`config.mk`:
```
export PLATFORM = sky130hd
export DESIGN_NAME = alu_mc
export DESIGN_NICKNAME = d
export VERILOG_FILES = /design/src/rtl/alu_mc_pkg.sv /design/src/rtl/alu_mc_iter.sv /design/src/rtl/alu_mc.sv
export SDC_FILE = /design/constraint.sdc
export NUM_CORES = 1
export LEC_CHECK = 0
export ABC_AREA = 0
export CAP_MARGIN = 15
export CORE_UTILIZATION = 30
export DETAILED_ROUTE_END_ITERATION = 6
export GPL_TIMING_DRIVEN = 1
export HOLD_SLACK_MARGIN = 0.08
export PLACE_DENSITY_LB_ADDON = 0.3
export REMOVE_ABC_BUFFERS = 1
export SYNTH_ARGS = -nofsm -noshare
export SYNTH_HDL_FRONTEND = slang
export SYNTH_SLANG_ARGS = --single-unit
```
`constraint.sdc`:
```
create_clock -name clk -period 3.75 [get_ports clk]
set_clock_uncertainty 0.2 [all_clocks]
set_input_delay 1.125 -clock clk [delete_from_list [all_inputs] [get_ports clk]]
set_output_delay 1.125 -clock clk [all_outputs]
set_load 0.005 [all_outputs]
```
`src/rtl/alu_mc_pkg.sv`:
```
// Package: alu_mc_pkg
// Shared definitions for the multi-cycle ALU: 4-bit operation codes, the top-level
// FSM state type and the iteration-unit mode type.
package alu_mc_pkg;

   // Operation codes. The original single-cycle codes keep their values; the new
   // operations occupy the next free codes. 4'hB..4'hF are undefined.
   localparam logic [3:0] ALU_ADD = 4'h0;
   localparam logic [3:0] ALU_SUB = 4'h1;
   localparam logic [3:0] ALU_AND = 4'h2;
   localparam logic [3:0] ALU_OR  = 4'h3;
   localparam logic [3:0] ALU_XOR = 4'h4;
   localparam logic [3:0] ALU_ADC = 4'h5;
   localparam logic [3:0] ALU_SBC = 4'h6;
   localparam logic [3:0] ALU_NOT = 4'h7;
   localparam logic [3:0] ALU_SHL = 4'h8;
   localparam logic [3:0] ALU_SHR = 4'h9;
   localparam logic [3:0] ALU_MUL = 4'hA;

   typedef enum logic [1:0] {
      StIdle,
      StBusy,
      StDone
   } alu_state_t;

   typedef enum logic [1:0] {
      IterShl,
      IterShr,
      IterMul
   } iter_mode_t;

endpackage

```
`src/rtl/alu_mc_iter.sv`:
```
// Module: alu_mc_iter
// Iteration unit for shifts (one bit per cycle) and unsigned shift-add multiply.
// Ports:
//   clk, rst_n  clock, asynchronous active-low reset
//   start       load operands and begin iterating (ignored while busy by the caller)
//   mode        IterShl / IterShr / IterMul
//   a, b        operands (MUL: multiplicand a, multiplier b; shifts: value a)
//   count       number of iterations, must be nonzero
//   done        high during the final iteration cycle; res/carry are valid then
//   res         low N bits of the result after the final iteration
//   carry       shifts: last bit shifted out; MUL: high half of product nonzero
module alu_mc_iter
   import alu_mc_pkg::*;
#(
   parameter int unsigned N = 8,
   localparam int unsigned CW = $clog2(N + 1)
) (
   input  logic          clk,
   input  logic          rst_n,
   input  logic          start,
   input  iter_mode_t    mode,
   input  logic [N-1:0]  a,
   input  logic [N-1:0]  b,
   input  logic [CW-1:0] count,
   output logic          done,
   output logic [N-1:0]  res,
   output logic          carry
);

   logic [2*N-1:0] acc_q, acc_d;
   logic [N-1:0]   mcand_q;
   logic [CW-1:0]  cnt_q;
   iter_mode_t     mode_q;
   logic           busy_q;
   logic [N:0]     sum;

   // Shifts keep the value in acc[N-1:0] and the last shifted-out bit in acc[N].
   // MUL keeps the partial product in the upper half and the multiplier in the
   // lower half, consuming one multiplier bit per cycle from the bottom.
   always_comb begin
      sum = {1'b0, acc_q[2*N-1:N]} + {1'b0, (acc_q[0] ? mcand_q : {N{1'b0}})};
      acc_d = acc_q;
      case (mode_q)
         IterShl: acc_d = {{(N-1){1'b0}}, acc_q[N-1], acc_q[N-2:0], 1'b0};
         IterShr: acc_d = {{(N-1){1'b0}}, acc_q[0], 1'b0, acc_q[N-1:1]};
         IterMul: acc_d = {sum, acc_q[N-1:1]};
         default: acc_d = acc_q;
      endcase
   end

   always_ff @(posedge clk or negedge rst_n) begin
      if (!rst_n) begin
         acc_q   <= '0;
         mcand_q <= '0;
         cnt_q   <= '0;
         mode_q  <= IterShl;
         busy_q  <= 1'b0;
      end else if (start) begin
         acc_q   <= (mode == IterMul) ? {{N{1'b0}}, b} : {{N{1'b0}}, a};
         mcand_q <= a;
         cnt_q   <= count;
         mode_q  <= mode;
         busy_q  <= 1'b1;
      end else if (busy_q) begin
         acc_q <= acc_d;
         cnt_q <= cnt_q - CW'(1);
         if (cnt_q == CW'(1)) begin
            busy_q <= 1'b0;
         end
      end
   end

   // The caller latches res/carry on the same edge that commits the last step.
   assign done  = busy_q && (cnt_q == CW'(1));
   assign res   = acc_d[N-1:0];
   assign carry = (mode_q == IterMul) ? |acc_d[2*N-1:N] : acc_d[N];

endmodule

```
`src/rtl/alu_mc.sv`:
```
// Module: alu_mc
// Multi-cycle ALU with valid/ready handshakes on operands and result, full Z/C/N/V
// flags, single-cycle arithmetic/logic ops and iterative SHL/SHR/MUL.
// Ports:
//   clk, rst_n            clock, asynchronous active-low reset
//   in_valid / in_ready   operand handshake (in_ready only in IDLE)
//   op, in_a, in_b        operation and operands; shifts use in_b[SHW-1:0]
//   carry_in              carry input for ADC/SBC
//   out_valid / out_ready result handshake
//   out, flag_*           registered result and flags, updated on entry to DONE
module alu_mc
   import alu_mc_pkg::*;
#(
   parameter int unsigned N = 8
) (
   input  logic         clk,
   input  logic         rst_n,
   input  logic         in_valid,
   output logic         in_ready,
   input  logic [3:0]   op,
   input  logic [N-1:0] in_a,
   input  logic [N-1:0] in_b,
   input  logic         carry_in,
   output logic         out_valid,
   input  logic         out_ready,
   output logic [N-1:0] out,
   output logic         flag_zero,
   output logic         flag_carry,
   output logic         flag_neg,
   output logic         flag_ovf
);

   localparam int unsigned SHW = $clog2(N);
   localparam int unsigned CW  = $clog2(N + 1);

   alu_state_t    state_q, state_d;
   logic [N-1:0]  out_q, res_d;
   logic          zero_q, carry_q, neg_q, ovf_q;
   logic          carry_d, ovf_d;
   logic          start, load_c, load_i;

   logic [N:0]    add_sum, sub_diff;
   logic [N-1:0]  c_res;
   logic          c_carry, c_ovf;
   logic [SHW-1:0] amt;
   logic          is_iter;

   iter_mode_t    it_mode;
   logic [CW-1:0] it_count;
   logic          it_done, it_carry;
   logic [N-1:0]  it_res;

   assign amt     = in_b[SHW-1:0];
   // Zero-amount shifts complete in one cycle and never enter BUSY.
   assign is_iter = (op == ALU_MUL) || (((op == ALU_SHL) || (op == ALU_SHR)) && (amt != '0));

   // Single-cycle datapath
   always_comb begin
      add_sum  = {1'b0, in_a} + {1'b0, in_b} + {{N{1'b0}}, (op == ALU_ADC) & carry_in};
      sub_diff = {1'b0, in_a} - {1'b0, in_b} - {{N{1'b0}}, (op == ALU_SBC) & ~carry_in};
      c_res    = '0;
      c_carry  = 1'b0;
      c_ovf    = 1'b0;
      case (op)
         ALU_ADD, ALU_ADC: begin
            c_res   = add_sum[N-1:0];
            c_carry = add_sum[N];
            c_ovf   = (in_a[N-1] == in_b[N-1]) && (add_sum[N-1] != in_a[N-1]);
         end
         ALU_SUB, ALU_SBC: begin
            c_res   = sub_diff[N-1:0];
            c_carry = sub_diff[N];  // borrow
            c_ovf   = (in_a[N-1] != in_b[N-1]) && (sub_diff[N-1] != in_a[N-1]);
         end
         ALU_AND: c_res = in_a & in_b;
         ALU_OR:  c_res = in_a | in_b;
         ALU_XOR: c_res = in_a ^ in_b;
         ALU_NOT: c_res = ~in_a;
         ALU_SHL, ALU_SHR: c_res = in_a;
         default: c_res = '0;
      endcase
   end

   assign it_mode  = (op == ALU_MUL) ? IterMul : ((op == ALU_SHL) ? IterShl : IterShr);
   assign it_count = (op == ALU_MUL) ? CW'(N) : CW'(amt);

   alu_mc_iter #(
      .N (N)
   ) u_iter (
      .clk   (clk),
      .rst_n (rst_n),
      .start (start),
      .mode  (it_mode),
      .a     (in_a),
      .b     (in_b),
      .count (it_count),
      .done  (it_done),
      .res   (it_res),
      .carry (it_carry)
   );

   always_comb begin
      state_d = state_q;
      start   = 1'b0;
      load_c  = 1'b0;
      load_i  = 1'b0;
      unique case (state_q)
         StIdle: begin
            if (in_valid) begin
               if (is_iter) begin
                  start   = 1'b1;
                  state_d = StBusy;
               end else begin
                  load_c  = 1'b1;
                  state_d = StDone;
               end
            end
         end
         StBusy: begin
            if (it_done) begin
               load_i  = 1'b1;
               state_d = StDone;
            end
         end
         StDone: begin
            if (out_ready) begin
               state_d = StIdle;
            end
         end
         default: state_d = StIdle;
      endcase
   end

   assign res_d   = load_i ? it_res : c_res;
   assign carry_d = load_i ? it_carry : c_carry;
   assign ovf_d   = load_i ? 1'b0 : c_ovf;

   always_ff @(posedge clk or negedge rst_n) begin
      if (!rst_n) begin
         state_q <= StIdle;
         out_q   <= '0;
         zero_q  <= 1'b0;
         carry_q <= 1'b0;
         neg_q   <= 1'b0;
         ovf_q   <= 1'b0;
      end else begin
         state_q <= state_d;
         if (load_c || load_i) begin
            out_q   <= res_d;
            zero_q  <= (res_d == '0);
            carry_q <= carry_d;
            neg_q   <= res_d[N-1];
            ovf_q   <= ovf_d;
         end
      end
   end

   assign in_ready   = (state_q == StIdle);
   assign out_valid  = (state_q == StDone);
   assign out        = out_q;
   assign flag_zero  = zero_q;
   assign flag_carry = carry_q;
   assign flag_neg   = neg_q;
   assign flag_ovf   = ovf_q;

endmodule

```
==> key figures <==
Placed design
  • GP Congestion: approximately 0.87
  • HPWL Detailed: between 10,000 and 15,000 um
  • Port Buffers: 38
  • Placed cell areas: 5590 sq um
  • Dpl ws: -1.10 ns

Synthesis
  • Synth Area in Simple Gates: between 20 and 25%
  • Yosys Warn Count: 0
  • Post-Synth XOR/XNOR Area: between 2 and 2.5%
  • Seq/Total Area, Yosys: 24.3%
  • Cell variety after synth: between 80 and 90
  • Synth Instances: roughly 550
  • Mapped Avg Cell Area: 8.22 sq um
  • Cell taking the most area after synthesis: dfrtp_1
  • Number of synthesized register bits: 44
  • Synth Area in Compound Gates: approximately 23%
  • Adder-Cell Fraction of Synth Area: between 10 and 15%
  • Mux cell area share after synthesis: 7.52%
  • Post-synth ARST share: 100%
  • Netlist Area Pre-Place: between 4000 and 5000 sq um
  • Top cells by area, synth: dfrtp_1, ha_1, nand2_1, nor2_1, mux2i_1
  • Largest family of logic cells by synthesized area: simple AND/OR/NAND/NOR gates
  • Commonest register cell after synthesis: dfrtp_1
  • EDFF count, synth: 0
  • Post-synth top area share: about a quarter

Critical path
  • Crit-path cells: buf_6, nand4bb_4, or2_4, fa_2, inv_2, ha_4, o21a_4, o221a_4, buf_6, o211ai_2, a31oi_1, or3_4, buf_6, mux2_2
  • WS Path Type: in2reg
  • Slowest-stage cell, CP: fa_2
  • Max incr delay on CP: between 0.5 and 0.6 ns
  • Critical path peak fanout: 5
  • Crit path DAT: a little over 4 ns
  • Crit path top cell by count: buf_6
  • Worst setup startpoint: op[3]
  • Critical Path Start Type: primary input
  • Endpoint type of the worst setup path: flop
  • Critical Path RT: 3.72 ns
  • Critical R2R Launch: u_iter.acc_q[0]

STA
  • Worst-margin pin slew: about 0.9 ns
  • Fin. max-slew vios: 0
  • Worst relative slew slack: 39.8%
  • Final hold vios: 0
  • Setup TNS: -1.54 ns
  • Final setup vio count: 9
  • Final worst-path setup slack: -0.356 ns
  • Crit path time final: 4.11 ns
  • Fmax: about 0.24 GHz
  • Final period utilization: 109%
  • RSZ-0062 raised after global routing: true

Global route
  • GRT overflow: 0
  • Initial antenna violation count: 0
  • Largest net degree at the start of global routing: 45
  • Vias in the first global route: 4,564
  • GR Util All Layers: 19.3%
  • First-pass GRT wire length: ~24,000 um

Floorplan
  • Io pins: 39
  • Cell Rows: 44
  • Starting Density: between 30% and 40%
  • Die X: around 120 um
  • DIE HEIGHT: 125 um
  • Total die area: 15,600 sq um
  • Core area: approximately 15,000 sq um

Clock tree
  • CTS tree: built
  • Worst skew pair latency: between 0.2 and 0.3 ns
  • Worst-path clk slew: ~0.06 ns
  • CTS max path bufs: 2
  • CTS Buf Count: 5
  • Root Driver: clkbuf_16
  • Sink Count: between 40 and 50
  • CTS H-tree depth: 2

Route
  • Vias per inst: 5.49
  • Final WL: 14,700 um
  • Routed len/inst: about 17 um
  • Post-route ant nets: 0
  • DRC violations left: 12
  • DRT Pass-1 Iters: 7
  • 1st-iter DRT viols: around 300
  • Vias: between 4,000 and 5,000

Power and ir drop
  • Total chip power: roughly 3.2 mW
  • Pwr/cell area: about 520 nW/um^2
  • Leak pwr: roughly 2.7 nW
  • Maximum vdd ir drop: roughly 0.31 mV

Cells and area
  • Design area: 6090 sq um
  • Ratio of cells with drive above 1 in the final layout: roughly a quarter
  • Area grow syn2layout: 34.5%
  • Ant diodes: 0
  • NumNets Final: a little over 700

Hold path
  • Hold path start: out[1]
  • Hold Path Class: reg2reg

Job
  • Max-Cap Viols: 0

Run status
  • Failing checks: DRC, setup timing
  • Status: finished with violations
per-layer routing:
layer  share of wire [%]  routed length (um)  track usage [%]  up-vias
met3                 5.7                 830             3.01       19
met5                   0                   0                0        -
met1                  46                6740             26.3     2211
met2                  46                6810             32.1      144
li1                    -                   -                -     2231
met4                 1.9                 280             4.45        0
power breakdown:
| group | switching [mW] | total (mW) | internal [mW] |
|---|---|---|---|
| clock | 0.191 | 0.456 | 0.266 |
| sequential | 0.228 | 0.916 | 0.688 |
| combinational | 0.920 | 1.80 | 0.884 |
| total | 1.34 | 3.18 | 1.84 |
cell type report:
class / instances / area, sq um
Clock inverter: 1 / 7.51
Clock buffer: 7 / 143
Sequential cell: 44 / 1100
Multi-Input combinational cell: 434 / 3350
Inverter: 40 / 150
Tap cell: 184 / 230
Fill cell: 1484 / 8550
Timing Repair Buffer: 129 / 1110
state kept, by name (all words and copies together), names as in the netlist:
| signal | flops |
|---|---|
| flag_zero | 1 |
| u_iter.mode_q | 2 |
| flag_ovf | 1 |
| state_q | 2 |
| flag_carry | 1 |
| u_iter.acc_q | 16 |
| u_iter.busy_q | 1 |
| u_iter.mcand_q | 8 |
| out | 8 |
| u_iter.cnt_q | 4 |
synthesized netlist by cell type (10+ instances only):
cell type  number
nand2_1        51
nor2_1         45
dfrtp_1        44
ha_1           40
inv_1          39
a21oi_1        29
o22ai_1        18
o21ai_0        17
clkbuf_1       16
mux2i_1        16
nand3_1        16
nor3_1         15
mux2_2         14
a31oi_1        13
and2_1         10
kinds of logic after synthesis:
| logic type | Yosys count |
|---|---|
| AND/OR/NAND/NOR | 198 |
| AO/OA/AOI/OAI | 149 |
| buffers and inverters | 73 |
| adder cells (fa/ha/maj) | 44 |
| flip-flops | 44 |
| multiplexers | 31 |
| XOR/XNOR | 12 |
cell usage in the layout (no fill, tap or decap), types with 4 or more instances in the layout:
cell type / Yosys / final
o21ai_0: 17 / 17
xnor2_1: 8 / 6
dfrtp_1: 44 / 44
nor3b_1: 5 / 5
buf_6: 1 / 7
a21o_1: 7 / 7
and2_1: 10 / 10
ha_1: 40 / 38
clkbuf_16: 0 / 5
a21oi_1: 29 / 26
a31oi_1: 13 / 12
nor3_1: 15 / 14
a22oi_1: 4 / 4
nor2_1: 45 / 44
clkdlybuf4s50_1: 0 / 30
nor2b_1: 6 / 5
nand3b_1: 6 / 6
nand2b_1: 7 / 6
buf_4: 5 / 83
inv_1: 39 / 37
a211oi_1: 9 / 6
nand3_1: 16 / 15
mux2_2: 14 / 14
xor2_1: 4 / 4
o21ai_1: 4 / 4
mux2i_1: 16 / 16
o22ai_1: 18 / 16
nand2_1: 51 / 51
through the flow:
step / hold slack [ns] / util (%) / std cells
finish: 0.291 / 41.6 / 839
global route: 0.314 / 41.6 / 839
CTS: 0.297 / 40.5 / 833
detailed placement: 0.282 / 38.2 / 819
global placement: 0.276 / 38.2 / 819
floorplan: 0.272 / - / 518
timing repair:
action,in CTS,in global routing
gates resized for setup,48,18
hold endpoints to repair,0,0
hold buffers,0,0
pin swaps,24,25
setup buffers,6,6
setup endpoints to repair,11,11
worst max-delay path: cells and delay by family:
family                     cells  cell delay (ns)
AOI/OAI and AO/OA              4             0.72
adders and majority gates      2             0.71
buffers and inverters          4             0.39
muxes                          1             0.25
and+or+nand+nor                3             0.88
worst paths after layout:
check,endpoint,slack (ns),depth (start not counted)
setup / recovery,out[5],-0.36,14
hold / removal,out[1],0.29,1
setup reg to reg,flag_carry,0.53,10
hold reg to reg,out[1],0.29,1
max in group asynchronous,state_q[1],2.43,2
min in group asynchronous,u_iter.acc_q[12],0.46,1
Power figures use the tool's default switching activity.
